### src/rtl/down_timer_pkg.sv
// Shared definitions for the down-counting timer.
// Holds the FSM state encoding and the default counter width.
// No logic; imported by the timer top.
package down_timer_pkg;

  // Default width of count_out, load_value and the reload register
  localparam int TIMER_W = 3;

  // Timer FSM states, 2-bit encoding
  typedef enum logic [1:0] {
    IDLE = 2'd0,
    RUN  = 2'd1,
    DONE = 2'd2
  } state_e;

endpackage : down_timer_pkg

### src/rtl/down_timer.sv
// Loadable down-counting timer with one-shot and auto-reload modes.
// Latency: all outputs registered; tc_pulse rises on the edge count reaches its terminal event.
// No backpressure: strobes are acted on the cycle they are seen, priority reset > load > stop > start > count.
module down_timer
  import down_timer_pkg::*;
#(
  parameter int WIDTH = TIMER_W
) (
  input  logic             clock,
  input  logic             reset,
  input  logic             enable,
  input  logic             load,
  input  logic [WIDTH-1:0] load_value,
  input  logic             start,
  input  logic             periodic,
  input  logic             stop,
  output logic [WIDTH-1:0] count_out,
  output logic             tc_pulse,
  output logic             busy
);

  state_e           state_q, state_d;
  logic [WIDTH-1:0] count_q, count_d;
  logic [WIDTH-1:0] reload_q, reload_d;
  logic             mode_q, mode_d;
  logic             tc_q, tc_d;

  // Next-state and datapath: one prioritised decision per cycle
  always_comb begin
    state_d  = state_q;
    count_d  = count_q;
    reload_d = reload_q;
    mode_d   = mode_q;
    tc_d     = 1'b0;

    if (load) begin
      // Load wins over everything else and parks the timer in IDLE
      count_d  = load_value;
      reload_d = load_value;
      state_d  = IDLE;
    end else if (stop && (state_q == RUN)) begin
      // Abort: count is frozen where it was
      state_d = IDLE;
    end else if (start && (state_q != RUN)) begin
      mode_d  = periodic;
      count_d = reload_q;
      if (reload_q != '0) begin
        state_d = RUN;
      end else begin
        // A zero period expires immediately and behaves as one-shot
        tc_d    = 1'b1;
        state_d = DONE;
      end
    end else if ((state_q == RUN) && enable) begin
      if (count_q > WIDTH'(1)) begin
        count_d = count_q - WIDTH'(1);
      end else if (count_q == WIDTH'(1)) begin
        tc_d = 1'b1;
        if (mode_q) begin
          // Auto-reload skips the zero value so the period is exactly reload_q
          count_d = reload_q;
        end else begin
          count_d = '0;
          state_d = DONE;
        end
      end
    end
  end

  // State and datapath registers, synchronous reset
  always_ff @(posedge clock) begin
    if (reset) begin
      state_q  <= IDLE;
      count_q  <= '0;
      reload_q <= '0;
      mode_q   <= 1'b0;
      tc_q     <= 1'b0;
    end else begin
      state_q  <= state_d;
      count_q  <= count_d;
      reload_q <= reload_d;
      mode_q   <= mode_d;
      tc_q     <= tc_d;
    end
  end

  assign count_out = count_q;
  assign tc_pulse  = tc_q;
  assign busy      = (state_q == RUN);

endmodule : down_timer

### config.mk
export PLATFORM = sky130hd
export DESIGN_NAME = down_timer
export DESIGN_NICKNAME = d
export VERILOG_FILES = /design/src/rtl/down_timer_pkg.sv /design/src/rtl/down_timer.sv
export SDC_FILE = /design/constraint.sdc
export NUM_CORES = 1
export LEC_CHECK = 0
export CAP_MARGIN = 25
export CORE_MARGIN = 1.5
export CORE_UTILIZATION = 40
export CTS_CLUSTER_DIAMETER = 60
export CTS_CLUSTER_SIZE = 20
export DETAILED_ROUTE_END_ITERATION = 10
export GPL_ROUTABILITY_DRIVEN = 0
export PLACE_DENSITY_LB_ADDON = 0.25
export SYNTH_ARGS = -nofsm -noshare
export SYNTH_HDL_FRONTEND = slang
export SYNTH_SLANG_ARGS = --single-unit
### constraint.sdc
create_clock -name clock -period 1.6 [get_ports clock]
set_input_delay 0.48 -clock clock [delete_from_list [all_inputs] [get_ports clock]]
set_output_delay 0.48 -clock clock [all_outputs]
set_load 0.02 [all_outputs]
==> reports/metrics.yaml, run 1 <==
dieArea_mm2: 0.00165
crit_arrival_ps: 1840
crit_fanout: 4
diodes: 0
power_w: 0.000722
grt_setup_unrepaired: "yes"
hpwl_um: 1250
insertion_delay_ps: 270
synth_fp_nets: 82
min_period_ps: 1690
cts_root_buffer: "clkbuf_4"
outcome: "finished, violations left"
required_ps: 1750
hold_ws_ps: 510
tns_ps: -201
fin_cells: 119
cp_cell_sequence: "inv_4, ha_4, or4_4, a221o_1, o221ai_1, a31oi_1"
post_drt_via_cell_ratio: 5.96
setup_viol: 3
worst_setup_path_start_kind: "register"
finClkSkew_ps: 9.41
die_height_um: 40.6
multi_input_area_um2: 363
overflow: 0
drcViolationCount: 0
timing.final.ws_setup_ps: -88.1
critPathTopFamily: "compound AO/OA/AOI/OAI gates"
hold_class: "reg -> reg"
std_cell_rows: 13
antenna_found_initial: 0
vias: 709
worst_slew_pin_slew_ps: 247
fin_nets: 117
syn-cell-area_um2: 566
grt_max_degree: 8
fillers: 111
relSlewSlack: 0.833
leakagePower_nw: 0.397
io_pins: 15
htree_levels: 1
initial_core_util: 0.429
grt_pass1_vias: 625
cts.clk_slew.worst_paths_ps: 80
slowest_stage: "or4_4"
cts_max_path_buffers: 2
syn2layout_area_growth_pct: 62.8
p_per_area_mw_per_mm2: 784
yosysWarnings: 0
drt_first_pass_iters: 4
core_area_mm2: 0.00132
post-route-util: 0.699
post_synth.cell_area_avg_um2: 8.08
vdd_ir_drop_max_v: 0.000648
critical_path.max_stage_delay_ps: 420
drv_slew: 0
place_inst: 115
numCtsBuffers: 3
ys_types: 29
cts_tree: "done"
criticalPathCategory: "reg -> reg"
violations: "setup timing"
grt_pass1_wl_um: 2570
port_buffers: 14
fmax_mhz: 592
end_kind: "register"
ant_nets: 0
crit_buf_inv: 1
cts_setup_buffers: 0
die_w_um: 40.6
yosysSeqAreaShare: 0.354
hold_viol_final: 0
clock-sinks: 10
final-seq-area_um2: 208
fin_crit_sh: 1.06
wirelength_um: 1700
routedWlPerCell_um: 14.3
maxCapViolCount: 0
syn_inst: 70
drtIter0Drc: 42
drive_gt1_frac: 0.298
synth-seq-cells: 10
grt_usage: 0.243
## routing by layer
| metal | wire, um | share of wire | global-route usage |
|---|---|---|---|
| met5 | 0 | 0 | 0 |
| met4 | 22 | 0.013 | 0.117 |
| met3 | 178 | 0.10 | 0.0611 |
| met2 | 846 | 0.50 | 0.429 |
| met1 | 652 | 0.38 | 0.267 |
## power breakdown
part | switching, W | internal [W] | leakage, nW
registers | 0.0000188 | 0.000265 | 0.0835
logic | 0.0000931 | 0.000112 | 0.292
clock network | 0.0000944 | 0.000138 | 0.0210
## repair_timing
item,CTS,global route
resized for setup,9,3
setup endpoints to repair,8,3
pin swaps,4,2
hold buffers,0,0
## cells by family (layout without fill, tap and decap cells)
logic type      after synthesis  in the layout  synth area share
flops                        10             10             0.354
buf+inv                       8             42            0.0531
simple gates                 27             27             0.252
mux                           2              2            0.0376
fa+ha+maj                     2              2            0.0442
compound gates               21             21             0.259
## tightest hold or removal path, cell delays in order (launching register included)
cell and delay (ps):
dfxtp_1 340, nand2_1 70, a21oi_1 60
## sequential cells by signal (all words and copies together), names as in the netlist
| name | count |
|---|---|
| count_out | 3 |
| mode_q | 1 |
| tc_pulse | 1 |
| state_q | 2 |
| reload_q | 3 |
## final timing paths
check	endpoint	slack [ps]	from	cells past startpoint
max	count_out[0]	-90	count_out[1]	6
min	reload_q[1]	510	reload_q[1]	2
max reg2reg	count_out[0]	-90	count_out[1]	6
min reg2reg	reload_q[1]	510	reload_q[1]	2
## Yosys cell counts
cell	n	area share
nor2b_1	1	0.011
a31oi_1	1	0.011
a21oi_1	5	0.044
nand4_1	1	0.011
o221ai_1	1	0.015
inv_1	7	0.046
or4_4	1	0.020
dfxtp_1	10	0.35
or4_1	1	0.013
nor4bb_1	1	0.018
o41a_1	1	0.020
or2b_1	1	0.013
a311o_1	1	0.018
nor3_1	3	0.027
nand2_1	7	0.046
o211ai_1	1	0.013
a41oi_1	1	0.015
mux2i_1	1	0.018
nand4b_1	1	0.015
a221o_1	1	0.018
ha_1	2	0.044
nor2_1	6	0.040
o21ba_2	2	0.035
a311oi_1	1	0.015
o21ai_0	6	0.053
nand3_1	3	0.027
mux2_2	1	0.020
clkbuf_1	1	0.0066
nand2b_1	1	0.011
## placed cells by master (no fill, tap or decap), types with 2 or more instances in the layout
cell type	netlist	routed
clkdlybuf4s50_1	0	8
dfxtp_1	10	8
o21ba_2	2	2
dlygate4sd2_1	0	4
nand3_1	3	3
dfxtp_4	0	2
o21ai_0	6	5
nand2_1	7	7
clkbuf_4	0	3
a21oi_1	5	5
nor3_1	3	3
buf_4	0	17
inv_1	7	6
nor2_1	6	6
## stage by stage
stage	setup WS, ps	area [um^2]
floorplan	-87.0	583
global placement	-343	866
detailed placement	-412	866
CTS	-93.1	913
global route	-142	921
finish	-88.1	921
## cell type report
| class | count | share of cell area |
|---|---|---|
| Tap cell | 15 | 0.0204 |
| Sequential cell | 10 | 0.226 |
| Clock buffer | 4 | 0.0394 |
| Multi-Input combinational cell | 52 | 0.394 |
| Timing Repair Buffer | 31 | 0.289 |
| Inverter | 7 | 0.0313 |
Power figures use the tool's default switching activity.
==> run 2: changes to the inputs <==
--- a/config.mk
+++ b/config.mk
@@ -11,7 +11,6 @@
 export CTS_CLUSTER_DIAMETER = 60
 export CTS_CLUSTER_SIZE = 20
 export DETAILED_ROUTE_END_ITERATION = 10
-export GPL_ROUTABILITY_DRIVEN = 0
 export PLACE_DENSITY_LB_ADDON = 0.25
 export SYNTH_ARGS = -nofsm -noshare
 export SYNTH_HDL_FRONTEND = slang
==> reports/metrics.yaml, run 2 (synthesized netlist as in run 1, its figures left out) <==
required_ps: 1740  # about the same
dieArea_mm2: 0.00165  # unchanged
stdcell_area_um2: 912  # -0.95%
relSlewSlack: 0.850  # +0.0168
post_drt_via_cell_ratio: 5.53  # -7.1%
cts.clk_slew.worst_paths_ps: 70  # about the same
violations: "setup timing"
syn2layout_area_growth_pct: 61.3
slowest_stage: "or4_4"
worst_slew_pin_slew_ps: 222  # -24.9 ps
wirelength_um: 1670  # -1.6%
critPathTopFamily: "compound AO/OA/AOI/OAI gates"
post_dp_cell_area_um2: 873  # +0.87%
die_w_um: 40.6  # unchanged
mostFrequentLayoutCells: "buf_4, clkdlybuf4s50_1, dfxtp_1"
drv_slew: 0  # unchanged
grt_setup_unrepaired: "yes"
cp_cell_sequence: "inv_4, ha_4, or4_4, a221o_1, o21ai_1, a41oi_2"
fmax_mhz: 578  # -2.4%
min_period_ps: 1730  # +40.9 ps
maxCapViolCount: 0  # unchanged
htree_levels: 1  # unchanged
cts_setup_buffers: 0  # unchanged
setup_viol: 3  # unchanged
insertion_delay_ps: 270  # about the same
end_kind: "register"
grt_usage: 0.250  # +0.00685
hold_viol_final: 0  # unchanged
cts_root_buffer: "clkbuf_4"
outcome: "finished, violations left"
grt_pass1_wl_um: 2630  # +2.4%
fin_crit_sh: 1.08  # +0.0256
post-route-util: 0.692  # -0.00665
multi_input_area_um2: 370  # +2.1%
crit_arrival_ps: 1870  # +30 ps
initial_core_util: 0.429  # unchanged
power_w: 0.000686  # -5.0%
place_ws_ps: -360  # +52.2 ps
vdd_ir_drop_max_v: 0.000464  # -28%
leakagePower_nw: 0.383  # -3.4%
drive_gt1_frac: 0.314  # +0.0162
cts_max_path_buffers: 2  # unchanged
hpwl_um: 1270  # +1.5%
routedWlPerCell_um: 13.9  # -2.5%
fillers: 109  # -1.8%
io_pins: 15  # unchanged
holdBufCountCts: 0  # unchanged
p_per_area_mw_per_mm2: 752  # -4.1%
drcViolationCount: 0  # unchanged
port_buffers: 14  # unchanged
tns_ps: -221  # -19.6 ps
cts_tree: "done"
crit_buf_inv: 1  # unchanged
drtIter0Drc: 23  # -45%
grt_pass1_vias: 615  # -1.6%
overflow: 0  # unchanged
antenna_found_initial: 0  # unchanged
critical_path.max_stage_delay_ps: 420  # about the same
vias: 664  # -6.3%
core_area_mm2: 0.00132  # unchanged
drt_first_pass_iters: 4  # unchanged
clock-sinks: 10  # unchanged
place_congestion: 0.964
std_cell_rows: 13  # unchanged
finClkSkew_ps: 8.18  # -1.23 ps
crit_fanout: 4  # unchanged
hold_class: "reg -> reg"
criticalPathCategory: "reg -> reg"
grt_max_degree: 7  # -1
numCtsBuffers: 3  # unchanged
ant_nets: 0  # unchanged
final-seq-area_um2: 205  # -1.2%
worst_setup_path_start_kind: "register"
diodes: 0  # unchanged
mostFrequentLayoutCell: "buf_4"
die_height_um: 40.6  # unchanged
timing.final.ws_setup_ps: -129  # -40.9 ps
fin_nets: 118  # +0.85%
-- run 2: worst min-delay path, delay by kind of cell, from the launching register on --
family,cells,cell delay (ps)
flip-flops,1,340
AO/OA/AOI/OAI,1,50
AND/OR/NAND/NOR,1,70
-- run 2: final timing paths --
| path | startpoint | end | slack, ps | depth (start not counted) |
|---|---|---|---|---|
| max reg2reg | count_out[1] | count_out[1] | -130 | 6 |
| max | count_out[1] | count_out[1] | -130 | 6 |
| min reg2reg | reload_q[1] | reload_q[1] | 500 | 2 |
| min | reload_q[1] | reload_q[1] | 500 | 2 |
-- run 2: metrics by stage --
| stage | instances | hold WS (ps) |
|---|---|---|
| detailed placement | 116 | 495 |
| global placement | 116 | 494 |
| finish | 120 | 501 |
| floorplan | 70 | 462 |
| global route | 120 | 540 |
| CTS | 120 | 505 |
-- run 2: cell type report --
| cell class | count | share of cell area |
|---|---|---|
| multi-input combinational | 52 | 0.406 |
| timing repair buffer | 32 | 0.288 |
| tap | 15 | 0.0206 |
| clock buffer | 4 | 0.0288 |
| inverter | 7 | 0.0316 |
| sequential | 10 | 0.225 |
-- run 2: repair_timing --
action | CTS | global route
endpoints found under the setup margin | 8 | 5
pin swaps | 1 | 2
resized for setup | 8 | 6
-- run 2: routing by layer --
metal  up-vias  track usage  routed length (um)
li1        331            -                   -
met1       291        0.320                 714
met2        34        0.405                 792
met3         8       0.0167                 109
met4         0        0.150                  54
met5         -            0                   0
-- run 2: power by group --
| part | internal (W) | switching, W | leakage, nW |
|---|---|---|---|
| clock | 0.0000966 | 0.0000922 | 0.0150 |
| sequential | 0.000266 | 0.0000168 | 0.0832 |
| combinational | 0.000118 | 0.0000965 | 0.285 |
